**src/rtl/mem_arbiter.sv**
```systemverilog
// Arbitrates a single-port unified memory between instruction fetch and data ports.
// Optional perf counters are built when MEM_ARB_PERF_EN is defined; otherwise perf ports are tied to 0.
module mem_arbiter #(
    parameter int unsigned ADDR_W     = 32,
    parameter int unsigned DATA_W     = 32,
    parameter int unsigned MEM_LAT    = 2,
    parameter int unsigned STARVE_MAX = 4
) (
    input  logic              clk_i,
    input  logic              rst_i,
    input  logic              if_req_i,
    input  logic [ADDR_W-1:0] if_addr_i,
    output logic              if_gnt_o,
    output logic              if_rvalid_o,
    output logic [DATA_W-1:0] if_rdata_o,
    input  logic              d_req_i,
    input  logic              d_we_i,
    input  logic [ADDR_W-1:0] d_addr_i,
    input  logic [DATA_W-1:0] d_wdata_i,
    output logic              d_gnt_o,
    output logic              d_rvalid_o,
    output logic [DATA_W-1:0] d_rdata_o,
    output logic              mem_en_o,
    output logic              mem_we_o,
    output logic [ADDR_W-1:0] mem_addr_o,
    output logic [DATA_W-1:0] mem_wdata_o,
    input  logic [DATA_W-1:0] mem_rdata_i,
    output logic              stall_o,
    output logic [31:0]       perf_if_o,
    output logic [31:0]       perf_d_o,
    output logic [31:0]       perf_stall_o
);

    localparam int unsigned CNT_W = 3;
    localparam int unsigned STV_W = $clog2(STARVE_MAX + 1);

    typedef enum logic [1:0] {IDLE, ACCESS, WAIT, RESP} state_e;

    state_e            state_q, state_d;
    logic              owner_q, owner_d;      // 1 = data port owns the access
    logic              we_q, we_d;
    logic [ADDR_W-1:0] addr_q, addr_d;
    logic [DATA_W-1:0] wdata_q, wdata_d;
    logic [DATA_W-1:0] rdata_q, rdata_d;
    logic [CNT_W-1:0]  cnt_q, cnt_d;
    logic [STV_W-1:0]  starve_q, starve_d;
    logic              if_gnt_q, if_gnt_d, d_gnt_q, d_gnt_d;
    logic              if_rvalid_q, if_rvalid_d, d_rvalid_q, d_rvalid_d;
    logic              mem_en_q, mem_en_d, mem_we_q, mem_we_d;
    logic              pick_if;

    // Next-state, latch and registered-output logic
    always_comb begin
        state_d     = state_q;
        owner_d     = owner_q;
        we_d        = we_q;
        addr_d      = addr_q;
        wdata_d     = wdata_q;
        rdata_d     = rdata_q;
        cnt_d       = cnt_q;
        starve_d    = starve_q;
        if_gnt_d    = 1'b0;
        d_gnt_d     = 1'b0;
        if_rvalid_d = 1'b0;
        d_rvalid_d  = 1'b0;
        mem_en_d    = 1'b0;
        mem_we_d    = 1'b0;
        pick_if     = if_req_i && (!d_req_i || (starve_q == STV_W'(STARVE_MAX)));
        case (state_q)
            IDLE: begin
                if (if_req_i || d_req_i) begin
                    state_d  = ACCESS;
                    mem_en_d = 1'b1;
                    if (pick_if) begin
                        owner_d  = 1'b0;
                        we_d     = 1'b0;
                        addr_d   = if_addr_i;
                        wdata_d  = '0;
                        if_gnt_d = 1'b1;
                        starve_d = '0;
                    end else begin
                        owner_d  = 1'b1;
                        we_d     = d_we_i;
                        addr_d   = d_addr_i;
                        wdata_d  = d_wdata_i;
                        d_gnt_d  = 1'b1;
                        mem_we_d = d_we_i;
                        if (!if_req_i) begin
                            starve_d = '0;
                        end else if (starve_q != STV_W'(STARVE_MAX)) begin
                            starve_d = starve_q + STV_W'(1);
                        end
                    end
                end else begin
                    starve_d = '0;
                end
            end
            ACCESS: begin
                cnt_d   = CNT_W'(MEM_LAT - 1);
                state_d = we_q ? IDLE : WAIT;
            end
            WAIT: begin
                if (cnt_q == '0) begin
                    rdata_d     = mem_rdata_i;
                    state_d     = RESP;
                    d_rvalid_d  = owner_q;
                    if_rvalid_d = !owner_q;
                end else begin
                    cnt_d = cnt_q - CNT_W'(1);
                end
            end
            RESP:    state_d = IDLE;
            default: state_d = IDLE;
        endcase
    end

    always_ff @(posedge clk_i or negedge rst_i) begin
        if (!rst_i) begin
            state_q     <= IDLE;
            owner_q     <= 1'b0;
            we_q        <= 1'b0;
            addr_q      <= '0;
            wdata_q     <= '0;
            rdata_q     <= '0;
            cnt_q       <= '0;
            starve_q    <= '0;
            if_gnt_q    <= 1'b0;
            d_gnt_q     <= 1'b0;
            if_rvalid_q <= 1'b0;
            d_rvalid_q  <= 1'b0;
            mem_en_q    <= 1'b0;
            mem_we_q    <= 1'b0;
        end else begin
            state_q     <= state_d;
            owner_q     <= owner_d;
            we_q        <= we_d;
            addr_q      <= addr_d;
            wdata_q     <= wdata_d;
            rdata_q     <= rdata_d;
            cnt_q       <= cnt_d;
            starve_q    <= starve_d;
            if_gnt_q    <= if_gnt_d;
            d_gnt_q     <= d_gnt_d;
            if_rvalid_q <= if_rvalid_d;
            d_rvalid_q  <= d_rvalid_d;
            mem_en_q    <= mem_en_d;
            mem_we_q    <= mem_we_d;
        end
    end

    assign if_gnt_o    = if_gnt_q;
    assign d_gnt_o     = d_gnt_q;
    assign if_rvalid_o = if_rvalid_q;
    assign d_rvalid_o  = d_rvalid_q;
    assign if_rdata_o  = rdata_q;
    assign d_rdata_o   = rdata_q;
    assign mem_en_o    = mem_en_q;
    assign mem_we_o    = mem_we_q;
    assign mem_addr_o  = addr_q;
    assign mem_wdata_o = wdata_q;

    // Stall must see a request in the same cycle it appears, so it is decoded from live inputs
    assign stall_o = rst_i && ((state_q == ACCESS) || (state_q == WAIT) ||
                               ((state_q == IDLE) && (if_req_i || d_req_i)));

`ifdef MEM_ARB_PERF_EN
    logic [31:0] perf_if_q, perf_if_d, perf_d_q, perf_d_d, perf_stall_q, perf_stall_d;

    always_comb begin
        perf_if_d    = perf_if_q;
        perf_d_d     = perf_d_q;
        perf_stall_d = perf_stall_q;
        if (if_gnt_q && (perf_if_q != 32'hFFFF_FFFF))  perf_if_d    = perf_if_q + 32'd1;
        if (d_gnt_q && (perf_d_q != 32'hFFFF_FFFF))    perf_d_d     = perf_d_q + 32'd1;
        if (stall_o && (perf_stall_q != 32'hFFFF_FFFF)) perf_stall_d = perf_stall_q + 32'd1;
    end

    always_ff @(posedge clk_i or negedge rst_i) begin
        if (!rst_i) begin
            perf_if_q    <= '0;
            perf_d_q     <= '0;
            perf_stall_q <= '0;
        end else begin
            perf_if_q    <= perf_if_d;
            perf_d_q     <= perf_d_d;
            perf_stall_q <= perf_stall_d;
        end
    end

    assign perf_if_o    = perf_if_q;
    assign perf_d_o     = perf_d_q;
    assign perf_stall_o = perf_stall_q;
`else
    assign perf_if_o    = '0;
    assign perf_d_o     = '0;
    assign perf_stall_o = '0;
`endif

endmodule

```
**config.mk**
```make
export PLATFORM = sky130hd
export DESIGN_NAME = mem_arbiter
export DESIGN_NICKNAME = d
export VERILOG_FILES = /design/src/rtl/mem_arbiter.sv
export SDC_FILE = /design/constraint.sdc
export NUM_CORES = 1
export LEC_CHECK = 0
export ABC_AREA = 1
export CORE_ASPECT_RATIO = 0.75
export CORE_MARGIN = 3
export CORE_UTILIZATION = 35
export DETAILED_ROUTE_END_ITERATION = 8
export HOLD_SLACK_MARGIN = 0.08
export PLACE_DENSITY = 0.73
export SETUP_SLACK_MARGIN = 0.05
export SLEW_MARGIN = 20
export SYNTH_ARGS = -nofsm -noshare
export SYNTH_HDL_FRONTEND = slang
export SYNTH_SLANG_ARGS = --single-unit
```
**constraint.sdc**
```tcl
create_clock -name clk_i -period 3.1 [get_ports clk_i]
set_input_delay 0.62 -clock clk_i [delete_from_list [all_inputs] [get_ports clk_i]]
set_output_delay 0.62 -clock clk_i [all_outputs]
set_load 0.02 [all_outputs]
```
-- Word-level counts from Yosys, hierarchy flattened
Index checks and enable logic that the tools add are counted.
- word-level logic and storage cells: 69
- output and inout bits: 231
- register bits after elaboration: 112
- mux-type cells: 27
- equality and inequality tests: 9
- reductions and logical operators: 17
- add/subtract/negate cells: 2
- operator list (cell ; count):
    $mux 32 ; 2
    $mux 1 ; 15
    $mux 3 ; 5
    $reduce_and 2->1 ; 5
    $pmux 2 s4 ; 1
    $mux 2 ; 3
    $pmux 3 s2 ; 1
    $eq 2x2->1 const B ; 2
    $logic_or 1x1->1 ; 4
    $ne 2x2->1 const B ; 2
    $ne 4x4->1 const B ; 1
    $add 3x1->3 const B ; 1
    $eq 3x3->1 const B ; 1
    $logic_and 1x1->1 ; 3
    $logic_not 3->1 ; 1
    $ne 3x3->1 const B ; 1
    $sub 3x1->3 const B ; 1
    $eq 2x1->1 const B ; 1
    $logic_not 1->1 ; 2
    $logic_not 2->1 ; 1
    $ne 2x1->1 const B ; 1
    $reduce_bool 2->1 ; 1

-- Longest topological paths before layout
- word-level depth: 6
- depth in mapped cells: 10

-- Worst setup path after synthesis
No wires, ideal clock.
- kind: input -> output
- start: input port if_req_i
- end: output port stall_o
- path slack: 1.270 ns
- stages on the path: 4
- arrival time: 1.210 ns
- path buffers: 1
- required time: 2.480 ns
- cells stage by stage: buf_2 -> nor2_4 -> nor2_8 -> o21a_1
- word-level cells in the longest chain between the ends: 4
- RTL lines (element ; line ; RTL):
    from (decl) ; 11 ; input logic if_req_i,
    $logic_or 1x1->1 ; 164 ; ((state_q == IDLE) && (if_req_i || d_req_i)));
    $logic_and 1x1->1 ; 164 ;
    $logic_or 1x1->1 ; 163 ; assign stall_o = rst_i && ((state_q == ACCESS) || (state_q == WAIT) ||
    $logic_and 1x1->1 ; 163 ;
    to (decl) ; 28 ; output logic stall_o,
Every way passes these cells.

-- Final worst setup path
- start: register state_q[0]
- end: output port stall_o
- word-level cells in the longest chain between the ends: 4
- elaborated cells on any way between the ends: 7
- classes of those cells: 2 x eq/ne; 5 x reduce/logical
- RTL lines (element ; line ; RTL):
    from (decl) ; 39 ; state_e state_q, state_d;
    from (signal assigned) ; 134 ; state_q <= state_d;
    $eq 2x1->1 (tied with other cells) ; 163 ;
    $logic_or 1x1->1 / $logic_and 1x1->1 (equally long branches) ; 163, 164 ;
    $logic_or 1x1->1 (*) ; 163 ;
    $logic_and 1x1->1 (*) ; 163 ;
Mark *: on every way between the ends. The rest lies on a longest branch, timed or not.

==> results.sh <==
export IMPL_path_class="flip-flop to primary output"
export IMPL_syn_avg_cell_area_um2=7.904
export IMPL_setup_viol=0
export IMPL_ant_nets=0
export IMPL_synth_cell_types=22
export IMPL_netSwitchingPower_mw=3.465
export IMPL_num_vias=4947
export IMPL_ys_ff_latch=112
export IMPL_numCtsBuffers=9
export IMPL_post_cts_buffers=0
export IMPL_synthAdderAreaFrac=0.01686
export IMPL_worstPathMaxFanout=6
export IMPL_rsz0062_at_grt="no"
export IMPL_min_path_type="flip-flop to flip-flop"
export IMPL_muxShareOfSynthArea=0
export IMPL_place_gp_congestion=0.8030
export IMPL_hold_violations=0
export IMPL_cts_sinks=112
export IMPL_slowest_stage="clkdlybuf4s50_1"
export IMPL_path_cells="inv_1 > ha_1 > inv_2 > nor2_8 > o21a_1 > clkdlybuf4s50_1"
export IMPL_clock_path_buffers=2
export IMPL_period_share=0.8812
export IMPL_wl_per_cell_um=13.28
export IMPL_path_buf_inv=3
export IMPL_yosys_area_share_simple=0.2605
export IMPL_syn_area_um2=5936
export IMPL_dieArea_um2=18570
export IMPL_grt_pass1_vias=4587
export IMPL_fin_tns_setup_ns=0
export IMPL_r2r_slack_ns=0.87
export IMPL_cts_tree="built"
export IMPL_cap_violations=0
export IMPL_seq_area_frac_synth=0.4722
export IMPL_synth_compound_area_share=0.009275
export IMPL_vdd_drop_max_mv=0.4060
export IMPL_worstPathRequired_ns=2.48
export IMPL_power_internal_mw=4.781
export IMPL_finalCriticalPeriod_ns=2.732
export IMPL_hpwl_um=12070
export IMPL_synth_top_family_by_area="simple AND/OR/NAND/NOR gates"
export IMPL_dieHeight_um=118.8
export IMPL_p_per_area_nw_per_um2=971.0
export IMPL_swShare=0.4202
export IMPL_fin_ws_ns=0.3681
export IMPL_cts_resized=0
export IMPL_r2r_cells=9
export IMPL_insertion_delay_ns=0.35
export IMPL_place_ws_ns=0.3669
export IMPL_cp_top_family="buffers and inverters"
export IMPL_hold_buffers=0
export IMPL_clkTransAtPathRegs_ns=0.07
export IMPL_dr_pass1_iters=4
export IMPL_cpPeakStageDelay_ns=0.64
export IMPL_cts_root_buffer="clkbuf_16"
export IMPL_tightest_slew_ns=0.9538
export IMPL_worstHoldStart="owner_q"
export IMPL_layout_commonest_cell="nand2_1"
export IMPL_grt_pass1_wl_um=24470
export IMPL_status="completed"
export IMPL_fmax_mhz=366.1
export IMPL_stdcell_count=1191
export IMPL_synthTopCellsByArea="dfrtp_1 (47%), nand2_1 (19%), buf_4 (17%)"
export IMPL_via_per_inst=4.154
export IMPL_seqPwrFrac=0.314
export IMPL_drive_above_1_share=0.03262
export IMPL_num_io_pins=364
export IMPL_p_leak_nw=4.410
export IMPL_synth_xor_area_frac=0.001476
export IMPL_synthCells=751
export IMPL_core_um2=16320
export IMPL_die_w_um=156.4
export IMPL_holdPathStages=1
export IMPL_grt_max_degree=75
export IMPL_p_clk_frac=0.145
export IMPL_dp_cells=1175
export IMPL_syn2layout_area_growth_pct=43.06
export IMPL_antenna_cells=0
export IMPL_r2r_start="state_q[0]"
export IMPL_io_buffers=267
export IMPL_critPathCaptureType="primary output"
export IMPL_drv_slew=0
export IMPL_yosysTopAreaCellShare=0.4722
export IMPL_cp_start_kind="flip-flop"
export IMPL_hold_ws_ns=0.4320
export IMPL_fin_skew_ns=0.01252
export IMPL_wl_um=15810
export IMPL_pwr_share_comb=0.541
export IMPL_track_usage=0.1649
export IMPL_grt_overflow_total=0
export IMPL_arrival_ns=2.11
export IMPL_layout_common_cells="nand2_1 (304), clkdlybuf4s50_1 (266), dfrtp_1 (112)"
export IMPL_drc=0
export IMPL_synth_warnings=0
export IMPL_num_rows=40
export IMPL_start_util=0.3638
export IMPL_cts_htree_levels=3
export IMPL_fin_nets=1117
export IMPL_worstReg2RegEnd="mem_wdata_o[18]"
export IMPL_synth_top_area_cell="dfrtp_1"
export IMPL_holdPathEnd="if_rvalid_o"
export IMPL_power_mw=8.245
export IMPL_antenna_found_initial=0
export IMPL_slew_headroom=0.3641
export IMPL_drtIter0Drc=292
synthesized netlist by cell type:
| library cell | n |
|---|---|
| o21ai_0 | 5 |
| o21a_1 | 1 |
| nand2_1 | 304 |
| dfrtp_1 | 112 |
| nor2_1 | 7 |
| nand2_2 | 2 |
| nand3_1 | 67 |
| nor2_4 | 1 |
| o22ai_1 | 2 |
| xor2_1 | 1 |
| buf_1 | 1 |
| nor2_8 | 1 |
| ha_1 | 8 |
| a21oi_1 | 1 |
| o21ai_1 | 1 |
| buf_2 | 12 |
| inv_1 | 77 |
| buf_4 | 135 |
| conb_1 | 1 |
| clkbuf_1 | 8 |
| inv_2 | 3 |
| buf_6 | 1 |
logic make-up (layout without fill, tap and decap cells):
logic type,count (synthesis),in the layout
adders and majority gates,8,8
xor gates and xnor gates,1,1
buffers and inverters,237,372
and+or+nand+nor,382,382
AOI/OAI and AO/OA,10,10
other,1,96
DFF,112,112
through the flow:
stage               cell area, um2  utilization
floorplan                     6292            -
global placement              8187       0.5018
detailed placement            8187       0.5018
CTS                           8492       0.5205
global route                  8492       0.5205
finish                        8492       0.5205
worst register-to-register path, delay by kind of cell (launching register included):
kind                       cells  cell delay, ns
buffers and inverters          4            1.02
and+or+nand+nor                4            0.47
DFF                            1            0.42
adders and majority gates      1            0.27
metal layers:
metal  routed length (um)  up-vias  track usage
li1                     -     2479            -
met1                 6583     2251       0.2038
met2                 7658      201       0.2758
met3                 1373       16      0.05857
met4                  198        0      0.03827
met5                    0        -            0
registers in the layout, indices dropped and copies added, names as in the netlist, 3 cells and up, named ones only:
name	flops
d_rdata_o	32
mem_wdata_o	32
starve_q	3
cnt_q	3
mem_addr_o	32
power groups by stage:
stage               Clock, mW  Combinational, mW  Sequential [mW]
floorplan                   0               1.93             3.30
global placement            0               4.46             2.60
detailed placement          0               4.52             2.60
CTS                      1.25               4.52             2.60
global route             1.30               4.83             2.68
finish                   1.20               4.46             2.59
worst max-delay path by stage:
| stage | slack [ns] | end | depth (start not counted) | startpoint |
|---|---|---|---|---|
| final | 0.37 | stall_o | 6 | state_q[0] |
| after global routing | 0.21 | stall_o | 6 | state_q[0] |
| after detailed placement | 0.37 | stall_o | 5 | d_req_i |
| after CTS | 0.32 | stall_o | 6 | state_q[0] |
| after floorplan | 1.27 | stall_o | 4 | if_req_i |
| after global placement | 0.38 | stall_o | 5 | d_req_i |
final cells by class:
cell class / instances / area (um2)
fillers: 1565 / 7824
flip-flops and latches: 112 / 2803
repair buffers: 276 / 2750
inverters: 80 / 300.3
clock buffers: 10 / 229.0
multi-input cells: 497 / 2071
clock inverters: 6 / 76.32
well taps: 210 / 262.8
No activity file was read; power rests on OpenSTA's default activity.
